[config.mk]
export PLATFORM = sky130hd
export DESIGN_NAME = load_store_unit
export DESIGN_NICKNAME = d
export VERILOG_FILES = /design/src/rtl/lsu_pkg.sv /design/src/rtl/lsu_lane_align.sv /design/src/rtl/load_store_unit.sv
export SDC_FILE = /design/constraint.sdc
export NUM_CORES = 1
export LEC_CHECK = 0
export ABC_AREA = 1
export BUFFER_PORTS_ARGS = -buffer_cell sky130_fd_sc_hd__buf_2
export CELL_PAD_IN_SITES_DETAIL_PLACEMENT = 1
export CELL_PAD_IN_SITES_GLOBAL_PLACEMENT = 1
export CORE_MARGIN = 3
export CORE_UTILIZATION = 33
export DETAILED_ROUTE_END_ITERATION = 10
export HOLD_SLACK_MARGIN = 0.03
export PLACE_DENSITY_LB_ADDON = 0.1
export SETUP_SLACK_MARGIN = 0.1
export SYNTH_ARGS = -nofsm -noshare
export SYNTH_HDL_FRONTEND = slang
export SYNTH_SLANG_ARGS = --single-unit
[constraint.sdc]
create_clock -name clk_in -period 2.4 [get_ports clk_in]
set_input_delay 0.12 -clock clk_in [delete_from_list [all_inputs] [get_ports clk_in]]
set_output_delay 0.12 -clock clk_in [all_outputs]
set_load 0.03 [all_outputs]
[src/rtl/lsu_pkg.sv]
// Shared types and helpers for the load/store unit: access size and FSM state
// encodings, the memory word geometry, and the byte-mask / alignment helpers.
package lsu_pkg;

    localparam int WORD_BYTES_2POW = 3;

    typedef enum logic [1:0] {
        LSU_BYTE   = 2'd0,
        LSU_HALF   = 2'd1,
        LSU_WORD   = 2'd2,
        LSU_DOUBLE = 2'd3
    } lsu_size_e;

    typedef enum logic [1:0] {
        IDLE    = 2'd0,
        RD_WAIT = 2'd1,
        MERGE   = 2'd2,
        RESP    = 2'd3
    } lsu_state_e;

    // Byte-enable mask of an access of the given size starting at byte lane.
    function automatic logic [7:0] size_to_mask(input lsu_size_e size,
                                                input logic [WORD_BYTES_2POW-1:0] lane);
        logic [7:0] base;
        case (size)
            LSU_BYTE: base = 8'h01;
            LSU_HALF: base = 8'h03;
            LSU_WORD: base = 8'h0F;
            default:  base = 8'hFF;
        endcase
        return base << lane;
    endfunction

    // Natural alignment check: the access must not straddle its own size.
    function automatic logic is_misaligned(input lsu_size_e size,
                                           input logic [WORD_BYTES_2POW-1:0] lane);
        case (size)
            LSU_BYTE: return 1'b0;
            LSU_HALF: return lane[0];
            LSU_WORD: return |lane[1:0];
            default:  return |lane;
        endcase
    endfunction

endpackage

[src/rtl/lsu_lane_align.sv]
// Combinational byte-lane datapath: extracts and extends a load result from a
// memory word, and merges store bytes into a memory word. Used for loads in
// RD_WAIT and for the store write data in MERGE.
module lsu_lane_align
    import lsu_pkg::*;
#(
    parameter int DATA_WIDTH = 64
) (
    input  logic [DATA_WIDTH-1:0]      word,
    input  logic [DATA_WIDTH-1:0]      wdata,
    input  lsu_size_e                  size,
    input  logic [WORD_BYTES_2POW-1:0] lane,
    input  logic                       is_unsigned,
    output logic [DATA_WIDTH-1:0]      load_data,
    output logic [DATA_WIDTH-1:0]      merged
);

    logic [DATA_WIDTH-1:0] shifted;
    logic [DATA_WIDTH-1:0] placed;
    logic [7:0]            mask;
    logic                  sign;

    // Load path: right-justify the addressed bytes, then sign or zero extend.
    always_comb begin
        shifted   = word >> {lane, 3'b000};
        sign      = ~is_unsigned;
        load_data = shifted;
        case (size)
            LSU_BYTE: load_data = {{56{sign & shifted[7]}},  shifted[7:0]};
            LSU_HALF: load_data = {{48{sign & shifted[15]}}, shifted[15:0]};
            LSU_WORD: load_data = {{32{sign & shifted[31]}}, shifted[31:0]};
            default:  load_data = shifted;
        endcase
    end

    // Store path: move the low store bytes to the lane and replace only masked bytes.
    always_comb begin
        mask   = size_to_mask(size, lane);
        placed = wdata << {lane, 3'b000};
        merged = word;
        for (int i = 0; i < 8; i++) begin
            if (mask[i]) merged[8*i +: 8] = placed[8*i +: 8];
        end
    end

endmodule

[src/rtl/load_store_unit.sv]
// RV64 load/store unit between execute and a synchronous-read DataMemory.
// Sub-doubleword stores are done as read-modify-write of the aligned word.
// Optional access counters are enabled with the LSU_ACCESS_COUNT_EN macro.
//
// state   | meaning
// IDLE    | ready for a request
// RD_WAIT | read strobe cycle, then read-data cycle (result/word captured)
// MERGE   | write strobe with merged (or full double) store data
// RESP    | one-cycle response pulse
module load_store_unit
    import lsu_pkg::*;
#(
    parameter int ADDR_WIDTH = 64,
    parameter int DATA_WIDTH = 64
) (
    input  logic                  clk_in,
    input  logic                  reset_n_in,
    input  logic                  req_valid_in,
    output logic                  req_ready_out,
    input  logic                  req_write_in,
    input  logic [1:0]            req_size_in,
    input  logic                  req_unsigned_in,
    input  logic [ADDR_WIDTH-1:0] req_addr_in,
    input  logic [DATA_WIDTH-1:0] req_wdata_in,
    output logic                  resp_valid_out,
    output logic [DATA_WIDTH-1:0] resp_rdata_out,
    output logic                  resp_misaligned_out,
    output logic [ADDR_WIDTH-1:0] mem_address_out,
    output logic [DATA_WIDTH-1:0] mem_data_out,
    output logic                  mem_writeEnable_out,
    output logic                  mem_readEnable_out,
    input  logic [DATA_WIDTH-1:0] mem_data_in
`ifdef LSU_ACCESS_COUNT_EN
    ,
    output logic [31:0]           load_count_out,
    output logic [31:0]           store_count_out,
    output logic [31:0]           fault_count_out
`endif
);

    lsu_state_e            state, state_next;
    logic [ADDR_WIDTH-1:0] addr_q;
    lsu_size_e             size_q;
    logic [DATA_WIDTH-1:0] wdata_q;
    logic                  write_q;
    logic                  unsigned_q;
    logic                  mis_q;
    logic                  rd_first;
    logic [DATA_WIDTH-1:0] word_q;
    logic [DATA_WIDTH-1:0] rdata_q;

    lsu_size_e                  req_size;
    logic [WORD_BYTES_2POW-1:0] req_lane;
    logic                       req_mis;
    logic                       accept;
    logic [DATA_WIDTH-1:0]      align_word;
    logic [DATA_WIDTH-1:0]      load_data;
    logic [DATA_WIDTH-1:0]      merged;

    assign req_size = lsu_size_e'(req_size_in);
    assign req_lane = req_addr_in[WORD_BYTES_2POW-1:0];
    assign req_mis  = is_misaligned(req_size, req_lane);
    assign accept   = (state == IDLE) && req_valid_in;

    // MERGE works from the captured word; RD_WAIT extracts straight from memory.
    assign align_word = (state == MERGE) ? word_q : mem_data_in;

    lsu_lane_align #(.DATA_WIDTH(DATA_WIDTH)) u_align (
        .word        (align_word),
        .wdata       (wdata_q),
        .size        (size_q),
        .lane        (addr_q[WORD_BYTES_2POW-1:0]),
        .is_unsigned (unsigned_q),
        .load_data   (load_data),
        .merged      (merged)
    );

    // State register and request/datapath registers.
    always_ff @(posedge clk_in or negedge reset_n_in) begin
        if (!reset_n_in) begin
            state      <= IDLE;
            addr_q     <= '0;
            size_q     <= LSU_BYTE;
            wdata_q    <= '0;
            write_q    <= 1'b0;
            unsigned_q <= 1'b0;
            mis_q      <= 1'b0;
            rd_first   <= 1'b0;
            word_q     <= '0;
            rdata_q    <= '0;
        end else begin
            state <= state_next;
            if (accept) begin
                addr_q     <= req_addr_in;
                size_q     <= req_size;
                wdata_q    <= req_wdata_in;
                write_q    <= req_write_in;
                unsigned_q <= req_unsigned_in;
                mis_q      <= req_mis;
                // A full double store skips the read; word_q = 0 with an all-ones mask yields wdata.
                rd_first   <= ~req_mis & ~(req_write_in & (req_size == LSU_DOUBLE));
                word_q     <= '0;
                rdata_q    <= '0;
            end else if (state == RD_WAIT) begin
                rd_first <= 1'b0;
                if (!rd_first) begin
                    word_q <= mem_data_in;
                    if (!write_q) rdata_q <= load_data;
                end
            end
        end
    end

    // Next-state decode and Moore outputs.
    always_comb begin
        state_next          = state;
        req_ready_out       = 1'b0;
        resp_valid_out      = 1'b0;
        resp_rdata_out      = '0;
        resp_misaligned_out = 1'b0;
        mem_address_out     = '0;
        mem_data_out        = '0;
        mem_writeEnable_out = 1'b0;
        mem_readEnable_out  = 1'b0;
        if (state != IDLE) begin
            mem_address_out = {addr_q[ADDR_WIDTH-1:WORD_BYTES_2POW], {WORD_BYTES_2POW{1'b0}}};
        end
        case (state)
            IDLE: begin
                req_ready_out = 1'b1;
                if (req_valid_in) begin
                    if (req_mis)                                        state_next = RESP;
                    else if (req_write_in && (req_size == LSU_DOUBLE))  state_next = MERGE;
                    else                                                state_next = RD_WAIT;
                end
            end
            RD_WAIT: begin
                mem_readEnable_out = rd_first;
                if (!rd_first) state_next = write_q ? MERGE : RESP;
            end
            MERGE: begin
                mem_writeEnable_out = 1'b1;
                mem_data_out        = merged;
                state_next          = RESP;
            end
            RESP: begin
                resp_valid_out      = 1'b1;
                resp_rdata_out      = rdata_q;
                resp_misaligned_out = mis_q;
                state_next          = IDLE;
            end
            default: state_next = IDLE;
        endcase
    end

`ifdef LSU_ACCESS_COUNT_EN
    // Completed-access counters; a misaligned access counts only as a fault.
    always_ff @(posedge clk_in or negedge reset_n_in) begin
        if (!reset_n_in) begin
            load_count_out  <= '0;
            store_count_out <= '0;
            fault_count_out <= '0;
        end else if (state == RESP) begin
            if (mis_q)        fault_count_out <= fault_count_out + 32'd1;
            else if (write_q) store_count_out <= store_count_out + 32'd1;
            else              load_count_out  <= load_count_out + 32'd1;
        end
    end
`endif

endmodule

# ---- After elaboration in Yosys (flattened, before gate mapping)
# Cells that the tools add are included.
dict set report classes {
  n_addsub 0
  n_mul 0
  n_div 0
  magnitude_cmp 0
  n_eq_ne 12
  n_shift 3
  mux 35
  bitwise_logic 8
  n_reduce_logical 12
}
# operator n
set op_table {}
lappend op_table {{two-way mux 64 bit} 11}
lappend op_table {{case mux 64 bit (3 select lines)} 1}
lappend op_table {{two-way mux 8 bit} 8}
lappend op_table {{left shift 64 x 6 -> 64 bit} 1}
lappend op_table {{>> shifter 64 x 6 -> 64 bit} 1}
lappend op_table {{case mux 8 bit (3 select lines)} 1}
lappend op_table {{equality test 2 bit, second input constant} 5}
lappend op_table {{two-way mux 1 bit} 8}
lappend op_table {{two-way mux 2 bit} 4}
lappend op_table {{case mux 2 bit (4 select lines)} 1}
lappend op_table {{left shift 8 x 3 -> 8 bit} 1}
lappend op_table {{equality test 2 x 1 -> 1 bit, second input constant} 3}
lappend op_table {{zero test 2 bit} 3}
lappend op_table {{AND 1 bit} 5}
lappend op_table {{inequality test 2 x 1 -> 1 bit, second input constant} 2}
lappend op_table {{inequality test 2 bit, second input constant} 2}
lappend op_table {{AND reduction 2 bit} 2}
lappend op_table {{nonzero test 2 bit} 2}
lappend op_table {{NOT 1 bit} 3}
lappend op_table {{case mux 1 bit (3 select lines)} 1}
lappend op_table {{AND reduction 3 bit} 1}
lappend op_table {{OR reduction 3 bit} 1}
lappend op_table {{logical AND 1 bit} 2}
lappend op_table {{OR reduction 2 bit} 1}
dict set report word_totals {
  ff_bits 264
  latch_bits 0
  ram_bits 0
  mem_bits_ro 0
  in_bits 199
  out_inout_bits 197
  mem_count 0
}

# ---- Logic depth before layout (Yosys ltp)
dict set report logic_depth {
  ltp_word 9
  depth_mapped 17
}

# ---- By module
# A second synthesis with hierarchy kept.
dict set report unflattened {
  hier_cells 2615
  hier_area_um2 17051.4
}
# mod instances cells_each area_per_inst_um2 seq_area_each_um2
set by_module_without_submodules {}
lappend by_module_without_submodules {load_store_unit 1 1638 12460.7 6606.3}
lappend by_module_without_submodules {lsu_lane_align 1 977 4590.7 0.0}

# ---- Least setup slack after synthesis
# Ideal clock, no wire load.
dict set report synth_timing {
  path_type {reg-to-output}
  startpoint {reg state[0]}
  endpoint {out mem_data_out[0]}
  t_arrival_ns 2.259
  required_time_ns 2.280
  setup_slack_ns 0.021
  path_stages_with_launch 10
  path_buffers 4
  cell_sequence {dfrtp_1 > inv_1 > ha_1 > buf_4 > buf_6 > buf_4 > buf_2 > o21ai_0 > inv_1 > a211oi_1}
}
dict set report synth_between {
  elab_chain_len 4
}
# element line
set synth_rtl {}
lappend synth_rtl {{start, declared} load_store_unit.sv:41} ;# lsu_state_e state, state_next;
lappend synth_rtl {{start signal, assigned} load_store_unit.sv:92} ;# state <= state_next;
lappend synth_rtl {{equality test 2 bit (*)} {load_store_unit.sv:66, load_store_unit.sv:128}}
lappend synth_rtl {{two-way mux 64 bit} load_store_unit.sv:66} ;# assign align_word = (state == MERGE) ? word_q : mem_data_in;
lappend synth_rtl {{two-way mux 8 bit} lsu_lane_align.sv:42} ;# if (mask[i]) merged[8*i +: 8] = placed[8*i +: 8];
lappend synth_rtl {{two-way mux 64 bit (*)} load_store_unit.sv:128} ;# case (state)
lappend synth_rtl {{end, declared} load_store_unit.sv:29} ;# output logic [DATA_WIDTH-1:0] mem_data_out,
# Mark *: on every way between the ends. The rest lies on a longest branch, timed or not.

# ---- Worst setup path in the final report
dict set report layout_timing {
  startpoint {reg addr_q[0]}
  endpoint {out mem_data_out[54]}
}
dict set report layout_between {
  elab_chain_len 3
  elab_cells_between_ends 4
  classes_between {shift: 2; mux: 2}
}
# element line
set layout_rtl {}
lappend layout_rtl {{start, declared} load_store_unit.sv:42} ;# logic [ADDR_WIDTH-1:0] addr_q;
lappend layout_rtl {{start signal, assigned} load_store_unit.sv:94} ;# addr_q <= req_addr_in;
lappend layout_rtl {{left shift 64 x 6 -> 64 bit / left shift 8 x 3 -> 8 bit (equally long branches)} {lsu_lane_align.sv:39, lsu_pkg.sv:31}}
lappend layout_rtl {{two-way mux 8 bit (*)} lsu_lane_align.sv:42}
lappend layout_rtl {{two-way mux 64 bit (*)} load_store_unit.sv:128}
# Marks and branches as above.

==> impl_metrics.ini <==
[global_route]
grt_max_degree = 99
busiest_layer = met2
use_met2_pct = 57.6
gr-usage-all-layers_pct = 33.5
first_global_vias = 22000
met1_usage_pct = 42.4
grt_pass1_wl_mm = 136
grt_overflow = 0
use_met3_pct = 4.43
antenna_found_initial = 3

[pwr]
total_power_uw = 49500
peakVddDrop_mv = 0.704
power.density_nw_per_um2 = 1730
leakage_uw = 0.0148

[critical_path]
crit_fanout = 12
worstPathRequired_ns = 2.28
regToRegEndpoint = rdata_q[62]$_DFFE_PN0P_
r2r_start = state[1]$_DFFE_PN0P_
slowest_stage = dfrtp_2
reg2reg_depth = 16
path_class = flip-flop to output pin
cp_data_arrival_time_ns = 2.57
slowest_delay_ns = 0.47
rrSetupSlack_ns = -0.09
cp-start-kind = flip-flop
end_kind = output pin
path_cells = buf_6 > buf_4 > buf_12 > o21ai_0 > nor2_1 > nor2_2 > a21oi_2 > nor2_2 > nor2_4 > buf_6

[sta]
fin_crit_ns = 2.69
skew_ns = 0.0131
setup_viol = 92
finalWorstSetupSlack_ns = -0.285
slew_headroom_pct = 63.9
finalHoldViolCount = 0
fmax_ghz = 0.372
finalMaxSlewViolations = 0
fin_crit_sh_pct = 112
tightest_slew_ns = 0.541
holdWs_ns = 0.300
rsz0062_at_grt = true

[logic_synthesis]
yosysWarnings = 0
async_flop_share_pct = 100
ys_ff_latch = 264
synth_area_um2 = 16500
synthesis.instances = 2515
synth_cell_types = 46
synth_area_leaders = dfrtp_1 40%, nand2_1 24%, o21ai_0 8.8%
yosysMostFrequentCell = nand2_1
synth_top_area_share_pct = 40.1
yosys-top-cells-count = 1050 x nand2_1, 289 x o21ai_0, 264 x dfrtp_1, 247 x inv_1, 129 x nor2_1
seq_area_frac_synth_pct = 40.1
post-synth-top-area-cell = dfrtp_1
avgSynthCellArea_um2 = 6.55
synth_edf_count = 0
synth_flop_cell = dfrtp_1

[layout]
finalNetCount = 3487
stdcell_area_um2 = 28700
area_delta_synth_final_pct = 74.2
fin_util_pct = 58.4
drive_above_1_share_pct = 38.3

[job]
maxCapViolations = 0

[die]
die_y_um = 229
core-area_um2 = 49200
fp.dieW_um = 229
rows = 81
io_pins = 396
fp.dieArea_um2 = 52700
start_util_pct = 33.5

[placed_design]
placed_area_um2 = 19800
routabilityCongestion = 0.947
io_buffers = 392
dp_hpwl_mm = 58.6

[routing]
vias = 21300
post-route-drc-count = 0
wirelength_mm = 98.3
drtIter0Drc = 1600
vias_per_cell = 5.37
drtAntennaViolNets = 0
routedWlPerCell_um = 24.7
dr.pass1.iters = 5

[cts]
clk_latency_ns = 0.56
cts.clk_slew.worst_paths_ns = 0.06
cts_buffer_depth = 3
cts_made_buffers = 34
cts_tree = yes
cts_root_buffer = clkbuf_16
htree_levels = 2
clock-sinks = 264

[hold_path]
hold_depth = 4
hold_path_end = wdata_q[59]$_DFFE_PN0P_
worstHoldStart = req_wdata_in[59]
hold_path_class = input port to flip-flop

[status]
status = finished, violations left
violations = negative setup slack
[power breakdown]
part	leakage (µW)	internal, µW	switching [µW]
combinational	0.0109	13800	22700
sequential	0.00335	6320	1420
clock	0.000543	3110	2200
[timing repair]
item | 4_1_cts | 5_1_grt
gates resized for setup | 650 | 438
hold buffers | 200 | 0
endpoints found under the setup margin | 145 | 268
endpoints found under the hold margin | 462 | 0
setup buffers | 78 | 58
pin swaps | 164 | 147
cloned | 17 | 25
[cells by family (layout without fill, tap and decap cells)]
group / Yosys count / after routing / share of synthesized area (%)
AOI/OAI and AO/OA: 481 / 481 / 16.2
DFF: 264 / 264 / 40.1
other: 1 / 6 / 0.0228
muxes: 6 / 6 / 0.364
and+or+nand+nor: 1331 / 1331 / 32.0
adders and majority gates: 5 / 5 / 0.380
buffers and inverters: 427 / 1218 / 10.9
[placed cells by master (no fill, tap or decap), types with 21 or more instances in the layout]
cell | synthesis | routed
nand2_1 | 1050 | 881
buf_2 | 58 | 318
dfrtp_1 | 264 | 259
inv_1 | 247 | 217
dlygate4sd3_1 | 0 | 200
o21ai_0 | 289 | 175
buf_4 | 12 | 166
buf_6 | 9 | 115
nand2_2 | 2 | 104
nor2_1 | 129 | 92
nand3_1 | 113 | 82
nand2_4 | 1 | 65
o21ai_2 | 1 | 60
clkbuf_16 | 0 | 56
buf_12 | 0 | 48
o21ai_4 | 0 | 36
o21ai_1 | 16 | 35
a21oi_2 | 0 | 33
nand3_2 | 2 | 27
nor2_2 | 3 | 25
inv_2 | 7 | 21
a21oi_4 | 0 | 21
[cell type report]
cell class | count | area (µm²)
timing repair inverter | 1 | 11.3
antenna | 3 | 7.51
tap | 664 | 831
timing repair buffer | 899 | 8260
clock inverter | 9 | 125
sequential | 264 | 6610
multi-input combinational | 1826 | 10800
clock buffer | 52 | 998
fill | 5873 | 20500
inverter | 257 | 1070
[worst max-delay path by stage]
| stage | cells after the start | from | end | slack, ns |
|---|---|---|---|---|
| final | 10 | addr_q[0]$_DFFE_PN0P_ | mem_data_out[54] | -0.29 |
| after global routing | 10 | addr_q[0]$_DFFE_PN0P_ | mem_data_out[54] | -0.37 |
| after CTS | 11 | addr_q[0]$_DFFE_PN0P_ | mem_data_out[31] | -0.15 |
| after detailed placement | 12 | state[1]$_DFFE_PN0P_ | rdata_q[17]$_DFFE_PN0P_ | -0.08 |
| after global placement | 12 | state[1]$_DFFE_PN0P_ | rdata_q[17]$_DFFE_PN0P_ | -0.05 |
| after floorplan | 6 | state[0]$_DFFE_PN0P_ | mem_data_out[24] | 0.13 |
[critical path, delay by kind of cell, from the launching register on]
kind	cells	cell delay, ns
buffers and inverters	4	0.60
flip-flops	1	0.47
AND/OR/NAND/NOR	4	0.49
AO/OA/AOI/OAI	2	0.44
[routing by layer]
layer  up-vias  routed length, µm
met2       890              48400
li1       9452                  -
met1     10800              39200
met3       251               5920
met4         0               4800
met5         -                  0
[per-stage QoR]
stage | worst slack [ns] | std cells | setup TNS (ns)
finish | -0.285 | 3975 | -7.02
global route | -0.369 | 3975 | -12.80
CTS | -0.147 | 3895 | -4.05
detailed placement | -0.0796 | 3549 | -0.187
global placement | -0.0532 | 3549 | -0.0538
floorplan | 0.131 | 2517 | 0
[flip-flops by register name, indices dropped and copies added (netlist names)]
signal / cells
mis_q: 1
size_q: 2
rd_first: 1
rdata_q: 64
word_q: 64
addr_q: 64
state: 2
unsigned_q: 1
wdata_q: 64
write_q: 1
Note: power is estimated with default switching activity, not from simulation.
